<file path="src/rtl/control_pkg.sv">
// Shared encodings for the multicycle RV32I control FSM and its ALU decoder.
package control_pkg;

   localparam int unsigned OP_W    = 7;
   localparam int unsigned SEL_W   = 2;
   localparam int unsigned ALUC_W  = 3;
   localparam int unsigned F3_W    = 3;
   localparam int unsigned INSTR_W = 32;

   typedef enum logic [3:0] {
      FETCH,
      DECODE,
      MEMADR,
      MEMREAD,
      MEMWB,
      MEMWRITE,
      EXECR,
      EXECI,
      ALUWB,
      BRANCH,
      JAL
   } state_t;

   // immediate format for the sign-extension unit
   localparam logic [SEL_W-1:0] IMM_I = 2'b00;
   localparam logic [SEL_W-1:0] IMM_S = 2'b01;
   localparam logic [SEL_W-1:0] IMM_B = 2'b10;
   localparam logic [SEL_W-1:0] IMM_J = 2'b11;

   // ALU operations
   localparam logic [ALUC_W-1:0] ALU_ADD = 3'b000;
   localparam logic [ALUC_W-1:0] ALU_SUB = 3'b001;
   localparam logic [ALUC_W-1:0] ALU_AND = 3'b010;
   localparam logic [ALUC_W-1:0] ALU_OR  = 3'b011;
   localparam logic [ALUC_W-1:0] ALU_SLT = 3'b101;

   // coarse ALU request from the FSM to the decoder
   localparam logic [SEL_W-1:0] ALUOP_ADD   = 2'b00;
   localparam logic [SEL_W-1:0] ALUOP_SUB   = 2'b01;
   localparam logic [SEL_W-1:0] ALUOP_FUNCT = 2'b10;

   // result mux
   localparam logic [SEL_W-1:0] RES_ALUOUT = 2'b00;
   localparam logic [SEL_W-1:0] RES_RDATA  = 2'b01;
   localparam logic [SEL_W-1:0] RES_ALU    = 2'b10;

   // ALU source A
   localparam logic [SEL_W-1:0] SRCA_PC    = 2'b00;
   localparam logic [SEL_W-1:0] SRCA_OLDPC = 2'b01;
   localparam logic [SEL_W-1:0] SRCA_RS1   = 2'b10;

   // ALU source B
   localparam logic [SEL_W-1:0] SRCB_RS2  = 2'b00;
   localparam logic [SEL_W-1:0] SRCB_IMM  = 2'b01;
   localparam logic [SEL_W-1:0] SRCB_FOUR = 2'b10;

   // opcodes
   localparam logic [OP_W-1:0] OP_LW     = 7'b0000011;
   localparam logic [OP_W-1:0] OP_SW     = 7'b0100011;
   localparam logic [OP_W-1:0] OP_R      = 7'b0110011;
   localparam logic [OP_W-1:0] OP_I      = 7'b0010011;
   localparam logic [OP_W-1:0] OP_BRANCH = 7'b1100011;
   localparam logic [OP_W-1:0] OP_JAL    = 7'b1101111;

endpackage

</file>
<file path="src/rtl/multicycle_control_if.sv">
// Control/datapath boundary: instruction and status in, enables and selects out.
interface multicycle_control_if;
   import control_pkg::*;

   logic [INSTR_W-1:0] instr_i;
   logic               zero_i;
   logic               mem_ready_i;
   logic               pcwrite_o;
   logic               adrsrc_o;
   logic               memwrite_o;
   logic               irwrite_o;
   logic               regwrite_o;
   logic [SEL_W-1:0]   resultsrc_o;
   logic [SEL_W-1:0]   alusrca_o;
   logic [SEL_W-1:0]   alusrcb_o;
   logic [ALUC_W-1:0]  alucontrol_o;
   logic [SEL_W-1:0]   immsrc_o;
   logic               illegal_o;

   modport master (
      input  instr_i, zero_i, mem_ready_i,
      output pcwrite_o, adrsrc_o, memwrite_o, irwrite_o, regwrite_o,
             resultsrc_o, alusrca_o, alusrcb_o, alucontrol_o, immsrc_o, illegal_o
   );

   modport slave (
      output instr_i, zero_i, mem_ready_i,
      input  pcwrite_o, adrsrc_o, memwrite_o, irwrite_o, regwrite_o,
             resultsrc_o, alusrca_o, alusrcb_o, alucontrol_o, immsrc_o, illegal_o
   );
endinterface

</file>
<file path="src/rtl/alu_decoder.sv">
// Maps the FSM's coarse ALU request plus funct fields onto an ALU operation.
module alu_decoder
   import control_pkg::*;
(
   input  logic [SEL_W-1:0]  aluop,
   input  logic [F3_W-1:0]   funct3,
   input  logic              funct7b5,
   input  logic              op5,
   output logic [ALUC_W-1:0] alucontrol,
   output logic              illegal
);

   // funct decode; op5 separates R-type (sub possible) from I-type (addi only)
   always_comb begin
      alucontrol = ALU_ADD;
      illegal    = 1'b0;
      case (aluop)
         ALUOP_SUB: alucontrol = ALU_SUB;
         ALUOP_FUNCT: begin
            case (funct3)
               3'b000:  alucontrol = (funct7b5 && op5) ? ALU_SUB : ALU_ADD;
               3'b010:  alucontrol = ALU_SLT;
               3'b110:  alucontrol = ALU_OR;
               3'b111:  alucontrol = ALU_AND;
               default: illegal    = 1'b1;
            endcase
         end
         default: alucontrol = ALU_ADD;
      endcase
   end

endmodule

</file>
<file path="src/rtl/multicycle_control.sv">
// Main control FSM for the multicycle RV32I datapath.
module multicycle_control
   import control_pkg::*;
#(
   parameter state_t RESET_STATE = FETCH
)(
   input  logic                 clk_i,
   input  logic                 rst_ni,
   multicycle_control_if.master bus
);

   state_t             state_q, state_d;
   logic [OP_W-1:0]    op;
   logic [F3_W-1:0]    funct3;
   logic               funct7b5;
   logic [SEL_W-1:0]   aluop;
   logic [ALUC_W-1:0]  alucontrol;
   logic               alu_illegal;
   logic               dec_illegal;
   logic               pcwrite, adrsrc, memwrite, irwrite, regwrite;
   logic [SEL_W-1:0]   resultsrc, alusrca, alusrcb, immsrc;
   logic               unused_instr;

   assign op           = bus.instr_i[6:0];
   assign funct3       = bus.instr_i[14:12];
   assign funct7b5     = bus.instr_i[30];
   assign unused_instr = ^{bus.instr_i[31], bus.instr_i[29:15], bus.instr_i[11:7]};

   // state register
   always_ff @(posedge clk_i or negedge rst_ni) begin
      if (!rst_ni) state_q <= RESET_STATE;
      else         state_q <= state_d;
   end

   // ALU request per state, kept apart so the decoder's illegal flag can steer next state
   always_comb begin
      aluop = ALUOP_ADD;
      case (state_q)
         EXECR, EXECI: aluop = ALUOP_FUNCT;
         BRANCH:       aluop = ALUOP_SUB;
         default:      aluop = ALUOP_ADD;
      endcase
   end

   alu_decoder u_alu_decoder (
      .aluop      (aluop),
      .funct3     (funct3),
      .funct7b5   (funct7b5),
      .op5        (op[5]),
      .alucontrol (alucontrol),
      .illegal    (alu_illegal)
   );

   // next state and control outputs
   always_comb begin
      state_d     = state_q;
      pcwrite     = 1'b0;
      adrsrc      = 1'b0;
      memwrite    = 1'b0;
      irwrite     = 1'b0;
      regwrite    = 1'b0;
      resultsrc   = RES_ALU;
      alusrca     = SRCA_PC;
      alusrcb     = SRCB_FOUR;
      immsrc      = IMM_I;
      dec_illegal = 1'b0;
      case (state_q)
         FETCH: begin
            irwrite = bus.mem_ready_i;
            pcwrite = bus.mem_ready_i;
            if (bus.mem_ready_i) state_d = DECODE;
         end
         DECODE: begin
            alusrca = SRCA_OLDPC;
            alusrcb = SRCB_IMM;
            case (op)
               OP_LW: state_d = MEMADR;
               OP_SW: begin
                  immsrc  = IMM_S;
                  state_d = MEMADR;
               end
               OP_R:  state_d = EXECR;
               OP_I:  state_d = EXECI;
               OP_BRANCH: begin
                  immsrc = IMM_B;
                  if (funct3 == 3'b000 || funct3 == 3'b001) begin
                     state_d = BRANCH;
                  end else begin
                     dec_illegal = 1'b1;
                     state_d     = FETCH;
                  end
               end
               OP_JAL: begin
                  immsrc  = IMM_J;
                  state_d = JAL;
               end
               default: begin
                  dec_illegal = 1'b1;
                  state_d     = FETCH;
               end
            endcase
         end
         MEMADR: begin
            alusrca = SRCA_RS1;
            alusrcb = SRCB_IMM;
            // op[5] distinguishes sw from lw
            if (op[5]) begin
               immsrc  = IMM_S;
               state_d = MEMWRITE;
            end else begin
               state_d = MEMREAD;
            end
         end
         MEMREAD: begin
            resultsrc = RES_ALUOUT;
            adrsrc    = 1'b1;
            if (bus.mem_ready_i) state_d = MEMWB;
         end
         MEMWB: begin
            resultsrc = RES_RDATA;
            regwrite  = 1'b1;
            state_d   = FETCH;
         end
         MEMWRITE: begin
            resultsrc = RES_ALUOUT;
            adrsrc    = 1'b1;
            memwrite  = 1'b1;
            if (bus.mem_ready_i) state_d = FETCH;
         end
         EXECR: begin
            alusrca = SRCA_RS1;
            alusrcb = SRCB_RS2;
            state_d = alu_illegal ? FETCH : ALUWB;
         end
         EXECI: begin
            alusrca = SRCA_RS1;
            alusrcb = SRCB_IMM;
            state_d = alu_illegal ? FETCH : ALUWB;
         end
         ALUWB: begin
            resultsrc = RES_ALUOUT;
            regwrite  = 1'b1;
            state_d   = FETCH;
         end
         BRANCH: begin
            alusrca   = SRCA_RS1;
            alusrcb   = SRCB_RS2;
            resultsrc = RES_ALUOUT;
            immsrc    = IMM_B;
            pcwrite   = bus.zero_i ^ funct3[0];
            state_d   = FETCH;
         end
         JAL: begin
            alusrca   = SRCA_OLDPC;
            alusrcb   = SRCB_FOUR;
            resultsrc = RES_ALUOUT;
            pcwrite   = 1'b1;
            immsrc    = IMM_J;
            state_d   = ALUWB;
         end
         default: state_d = FETCH;
      endcase
   end

   // enables are held low for as long as reset is asserted
   assign bus.pcwrite_o    = rst_ni & pcwrite;
   assign bus.irwrite_o    = rst_ni & irwrite;
   assign bus.memwrite_o   = rst_ni & memwrite;
   assign bus.regwrite_o   = rst_ni & regwrite;
   assign bus.illegal_o    = rst_ni & (dec_illegal | alu_illegal);
   assign bus.adrsrc_o     = adrsrc;
   assign bus.resultsrc_o  = resultsrc;
   assign bus.alusrca_o    = alusrca;
   assign bus.alusrcb_o    = alusrcb;
   assign bus.alucontrol_o = alucontrol;
   assign bus.immsrc_o     = immsrc;

endmodule

</file>
<file path="src/flat_wrapper.sv">
// flat-port wrapper written by rule: the top's interface ports become plain ports
module multicycle_control_flat import control_pkg::*;
#(
   parameter state_t RESET_STATE = FETCH
)
  (clk_i, rst_ni, bus_instr_i, bus_zero_i, bus_mem_ready_i, bus_pcwrite_o, bus_adrsrc_o, bus_memwrite_o, bus_irwrite_o, bus_regwrite_o, bus_resultsrc_o, bus_alusrca_o, bus_alusrcb_o, bus_alucontrol_o, bus_immsrc_o, bus_illegal_o);
  multicycle_control_if bus_i ();
  input  logic clk_i;
  input  logic rst_ni;
  input wire logic [$bits(bus_i.instr_i)-1:0] bus_instr_i;
  input wire logic [$bits(bus_i.zero_i)-1:0] bus_zero_i;
  input wire logic [$bits(bus_i.mem_ready_i)-1:0] bus_mem_ready_i;
  output wire logic [$bits(bus_i.pcwrite_o)-1:0] bus_pcwrite_o;
  output wire logic [$bits(bus_i.adrsrc_o)-1:0] bus_adrsrc_o;
  output wire logic [$bits(bus_i.memwrite_o)-1:0] bus_memwrite_o;
  output wire logic [$bits(bus_i.irwrite_o)-1:0] bus_irwrite_o;
  output wire logic [$bits(bus_i.regwrite_o)-1:0] bus_regwrite_o;
  output wire logic [$bits(bus_i.resultsrc_o)-1:0] bus_resultsrc_o;
  output wire logic [$bits(bus_i.alusrca_o)-1:0] bus_alusrca_o;
  output wire logic [$bits(bus_i.alusrcb_o)-1:0] bus_alusrcb_o;
  output wire logic [$bits(bus_i.alucontrol_o)-1:0] bus_alucontrol_o;
  output wire logic [$bits(bus_i.immsrc_o)-1:0] bus_immsrc_o;
  output wire logic [$bits(bus_i.illegal_o)-1:0] bus_illegal_o;
  assign bus_i.instr_i = bus_instr_i;
  assign bus_i.zero_i = bus_zero_i;
  assign bus_i.mem_ready_i = bus_mem_ready_i;
  assign bus_pcwrite_o = bus_i.pcwrite_o;
  assign bus_adrsrc_o = bus_i.adrsrc_o;
  assign bus_memwrite_o = bus_i.memwrite_o;
  assign bus_irwrite_o = bus_i.irwrite_o;
  assign bus_regwrite_o = bus_i.regwrite_o;
  assign bus_resultsrc_o = bus_i.resultsrc_o;
  assign bus_alusrca_o = bus_i.alusrca_o;
  assign bus_alusrcb_o = bus_i.alusrcb_o;
  assign bus_alucontrol_o = bus_i.alucontrol_o;
  assign bus_immsrc_o = bus_i.immsrc_o;
  assign bus_illegal_o = bus_i.illegal_o;
  multicycle_control #(.RESET_STATE(RESET_STATE)) u_core (.clk_i(clk_i), .rst_ni(rst_ni), .bus(bus_i));
endmodule
</file>
<file path="config.mk">
export PLATFORM = sky130hd
export DESIGN_NAME = multicycle_control_flat
export DESIGN_NICKNAME = d
export VERILOG_FILES = /design/src/rtl/control_pkg.sv /design/src/rtl/multicycle_control_if.sv /design/src/rtl/alu_decoder.sv /design/src/rtl/multicycle_control.sv /design/src/flat_wrapper.sv
export SDC_FILE = /design/constraint.sdc
export NUM_CORES = 1
export LEC_CHECK = 0
export ABC_AREA = 1
export BUFFER_PORTS_ARGS = -buffer_cell sky130_fd_sc_hd__buf_2
export CORE_MARGIN = 2
export CORE_UTILIZATION = 41
export CTS_CLUSTER_SIZE = 8
export DETAILED_ROUTE_END_ITERATION = 6
export GPL_TIMING_DRIVEN = 0
export HOLD_SLACK_MARGIN = 0.1
export PLACE_DENSITY_LB_ADDON = 0.05
export SYNTH_ARGS = -nofsm -noshare
export SYNTH_HDL_FRONTEND = slang
export SYNTH_SLANG_ARGS = --single-unit
</file>
<file path="constraint.sdc">
create_clock -name clk_i -period 3.1 [get_ports clk_i]
set_clock_uncertainty 0.2 [all_clocks]
set_input_delay 0 -clock clk_i [delete_from_list [all_inputs] [get_ports clk_i]]
set_output_delay 0 -clock clk_i [all_outputs]
set_load 0.005 [all_outputs]
</file>
-- Yosys cells after proc, flatten, opt, wreduce, memory -nomap -nowiden
Cells that the tools add are included.
- eq/ne operators: 25
- reductions and logical operators: 16
- bitwise operators: 7
- mux-type cells: 28
- operators with widths (operator ; number):
    $pmux W4 S7 ; 1
    $mux W4 ; 5
    $pmux W4 S5 ; 1
    $eq A4 B3 Y1 const B ; 4
    $pmux W2 S2 ; 4
    $eq A7 B6 Y1 const B ; 2
    $eq A7 B7 Y1 const B ; 2
    $eq A4 B4 Y1 const B ; 3
    $pmux W3 S4 ; 1
    $reduce_or A2 Y1 ; 6
    $mux W1 ; 10
    $reduce_or A5 Y1 ; 2
    $eq A4 B2 Y1 const B ; 2
    $pmux W2 S4 ; 1
    $reduce_or A4 Y1 ; 2
    $eq A7 B2 Y1 const B ; 1
    $eq A7 B5 Y1 const B ; 1
    $eq A3 B3 Y1 const B ; 2
    $ne A2 B2 Y1 const B ; 3
    $pmux W2 S3 ; 1
    $pmux W3 S2 ; 1
    $and A1 B1 Y1 ; 5
    $eq A4 B1 Y1 const B ; 1
    $logic_not A4 Y1 ; 1
    other kinds (14) ; 14
- bits of input ports: 36
- output and inout port bits: 17
- bits in registers: 4
- word-level logic and storage cells: 77

-- Longest topological paths before layout
- word-level depth: 7
- depth in mapped cells: 9
- gate-level depth less buffers: 9

-- By module
From an unflattened synthesis, not the netlist that was laid out.
- cell total of the unflattened synthesis: 115
- area total of the unflattened synthesis: 626.9 µm²
- modules (own cells, without submodules) (module ; sequential area each (µm²) ; cells an instance ; times used ; area each (µm²)):
    multicycle_control ; 100.1 ; 95 ; 1 ; 526.8
    alu_decoder ; 0.0 ; 20 ; 1 ; 100.1

-- Worst setup path after synthesis
OpenSTA, ideal clock, no wires.
- path kind: register to output
- start point: register u_core.state_q[2]
- end point: output bus_alucontrol_o[2]
- stages on the path, launching flop included: 8
- arrival: 1.494 ns
- data required time: 2.900 ns
- setup slack: 1.406 ns
- buffers on the path: 0
- cells stage by stage: dfrtp_1 -> inv_1 -> nor2_2 -> inv_1 -> nor2_2 -> ha_1 -> or2_2 -> nor3_1
- cells in the longest elaborated chain, start to end: 5
- elaborated cells on any way between the ends: 8
- those cells by class: eq/ne (5); mux (2); reduce/logical (1)
- ends and longest elaborated chain (element ; line ; source):
    from (decl) ; multicycle_control.sv:12 ; state_t state_q, state_d;
    from (signal assigned) ; multicycle_control.sv:32 ; else state_q <= state_d;
    $eq A4 B3 Y1 ; multicycle_control.sv:38 ; case (state_q)
    $reduce_or A2 Y1 (no line) ; n/a ;
    $pmux W2 S2 * ; multicycle_control.sv:38 ;
    $eq A2 B2 Y1 or $eq A2 B1 Y1 (tied branches) ; alu_decoder.sv:17 ; case (aluop)
    $pmux W3 S2 * ; alu_decoder.sv:17 ;
    to (decl) ; flat_wrapper.sv:21 ; output wire logic [$bits(bus_i.alucontrol_o)-1:0] bus_alucontrol_o;
Mark *: on every way between the ends. The rest lies on a longest branch, timed or not.

-- Worst setup path in the final report
- start point: input bus_instr_i[0]
- end point: register u_core.state_q[3]
- cells in the longest elaborated chain, start to end: 4
- elaborated cells on any way between the ends: 9
- those cells by class: eq/ne (6); mux (2); reduce/logical (1)
- ends and longest elaborated chain (element ; line ; source):
    from (decl) ; flat_wrapper.sv:10 ; input wire logic [$bits(bus_i.instr_i)-1:0] bus_instr_i;
    $eq A7 B2 Y1 or $eq A7 B6 Y1 (tied branches) ; multicycle_control.sv:76 ; case (op)
    $reduce_or A2 Y1 (no line) ; n/a ;
    $pmux W4 S5 * ; multicycle_control.sv:76 ;
    $pmux W4 S7 * ; multicycle_control.sv:67 ; case (state_q)
Marks and branches as above.
A chain may end at the register's enable or synchronous reset.

==> run metrics <==
Net Sw Power 0.177 mW; commonest non-fill, non-tap cell in the layout buf_2; Vert. Die Dim 44.0 um; global-route wire length before repair 2.89 mm; R2R setup slack 0.82 ns; Inst Count DP 162; routed vias 850; Post-synth EDFFs 0; number of port buffers 31; Critical Path End Type flip-flop; fin crit period 2.71 ns; biggest area consumer among synthesized cells dfrtp_1; Tightest Pin Transition 0.263 ns; GP Congestion 0.840; GRT Util Overall 0.197; Root Buffer clkbuf_4; CP Max Fanout 3; vias in the first global route 741; area grow syn2layout 48.5%; Clock transition at path regs 0.03 ns; full die area 1940 um2; RSZ-0062 raised after global routing no; worst hold path startpoint bus_instr_i[13]; clk_lat worst skew 0.23 ns; Top Registers u_core.state_q: 4 flops; global route overflow 0; Largest Register u_core.state_q; Total Wirelength 1.71 mm; GR peak layer met2; power density over the cells 390 nW/um2; crit path kind in2reg; Worst slew margin 0.824; P_int 0.203 mW; Setup TNS 0 ns; DR pass1 iterations 4; Post CTS Setup Buffer Count 0; post-synth top area share 0.153; core box area 1510 um2; run status finished, final reports clean; Worst Hold End bus_alucontrol_o[1]; Crit-path slowest cell dlygate4sd3_1; VDD IR max 347 uV; reg-to-reg endpoint u_core.state_q[3]; Largest register FFs 4; final net count 201; synthesized area 656 um2; WL per Instance 9.66 um; Mapped Nets 153; crit-path max cell delay 0.59 ns; I/O pins 53; average size of a mapped cell 5.70 um2; antenna violations before repair 0; commonest cells after routing, fill and taps aside buf_2, inv_1, nand2_1; DIE WIDTH 44.0 um; ys async rst share 1.00; Critical Path Start Type primary input; maximum clock insertion buffer count 2; Post-Place Worst Slack 1.22 ns; clock network power share 0.164; FF-to-FF Start u_core.state_q[2]; met3 Track Usage GR 0.0125; cells after synthesis 115; Worst path most repeated cell dlygate4sd3_1; Synth area leaders dfrtp_1, inv_1, nand2_1; maximum operating frequency 0.369 GHz; Final ANT Viol Nets 0; met1 usage 0.250; largest net degree at the start of global routing 9; Final period util 0.873; # DRC 0; htree depth 1; CTS tree done; Hold Path Class in2out; Final Setup Violations 0; met2 GRT Util 0.356; Fin. Hold Viols 0; Comb pwr share 0.642; Initial Utilization 0.435; Main synth FF type dfrtp_1; row count 14; Sw Share 0.467; flops & latches, synth 4; Max-cap violations 0; Distinct cells, synth 25; worst path required time 3.06 ns; Seq pwr share 0.195; FF-to-FF path depth 9; initial drt markers 7; register area share after synthesis 0.153; max-slew violations 0; PnR worst setup slack 0.393 ns; detailed placer's ending HPWL 1.37 mm; count of clock tree sinks 4; total CTS buffers 3; critical-path cell list dlygate4sd3_1 -> buf_2 -> nand4_1 -> dlygate4sd3_1 -> o21ai_0 -> dlygate4sd3_1 -> nand2_1 -> nand2_1 -> dlygate4sd3_1; Leak 0.566 nW; CP arrival 2.67 ns; hold path cells 4; Synth Warn # 0; Post-Layout Cell Count 177; antenna cells 0; vias per std cell 4.80; layout cells sized above 1 0.317; Design Power 0.380 mW
[final cells by class]
type                       instances  area [um2]
tap                               16        20.0
inverter                          26        97.6
multi-input combinational         85         458
timing repair buffer              43         275
clock buffer                       3        22.5
fill                             162         533
sequential                         4         100
[worst max-delay path, delay by kind of cell]
family	cells	cell delay, ns
AOI/OAI and AO/OA	1	0.13
buffers and inverters	5	2.30
and+or+nand+nor	3	0.24
[cell usage after synthesis (2+ instances only)]
master / number
o211ai_1: 2
a211oi_1: 2
nand3_1: 8
dfrtp_1: 4
inv_2: 3
nor3_1: 3
nand2_1: 22
nor4_1: 2
nor2_2: 2
nor2_4: 3
nor2_1: 19
ha_1: 2
a21oi_1: 5
o21ai_2: 3
nand2_2: 3
inv_1: 23
[power by group through the flow]
stage	combinational [mW]	clock [mW]	sequential, mW
floorplan	0.159	0	0.0722
global placement	0.230	0	0.0737
detailed placement	0.233	0	0.0742
CTS	0.244	0.0647	0.0736
global route	0.274	0.0677	0.0754
finish	0.244	0.0622	0.0739
[repair_timing]
action                                  CTS  global route
hold endpoints to repair                  8             0
gates resized for setup                   0             0
hold buffers                             12             0
endpoints found under the setup margin    0             0
[routing by layer]
| layer | vias up | wire length, um | share of wire |
|---|---|---|---|
| li1 | 461 | - | - |
| met1 | 372 | 773 | 0.45 |
| met2 | 17 | 843 | 0.49 |
| met3 | 0 | 92 | 0.054 |
| met4 | 0 | 0 | 0 |
| met5 | - | 0 | 0 |
[cells by family after synthesis]
logic type,Yosys count,share of synthesized area
AOI/OAI and AO/OA,16,0.158
xor gates and xnor gates,1,0.0134
adders and majority gates,2,0.0382
buffers and inverters,26,0.149
DFF,4,0.153
and+or+nand+nor,66,0.489
[per-stage QoR]
step	util	hold WS (ns)	cell area [um2]
finish	0.646	0.128	973
global route	0.646	0.152	973
CTS	0.646	0.131	973
detailed placement	0.551	-0.387	831
global placement	0.551	-0.386	831
floorplan	-	-0.496	656
[how the worst max path moves through the flow]
stage / slack (ns) / end / start / cells past startpoint
floorplan: 1.41 / bus_alucontrol_o[2] / u_core.state_q[2] / 7
global placement: 1.23 / bus_alucontrol_o[2] / u_core.state_q[2] / 8
detailed placement: 1.22 / bus_alucontrol_o[2] / u_core.state_q[2] / 8
CTS: 0.40 / u_core.state_q[3] / bus_instr_i[0] / 9
global route: 0.28 / u_core.state_q[3] / bus_instr_i[0] / 9
finish: 0.39 / u_core.state_q[3] / bus_instr_i[0] / 9
Note: power is estimated with default switching activity, not from simulation.
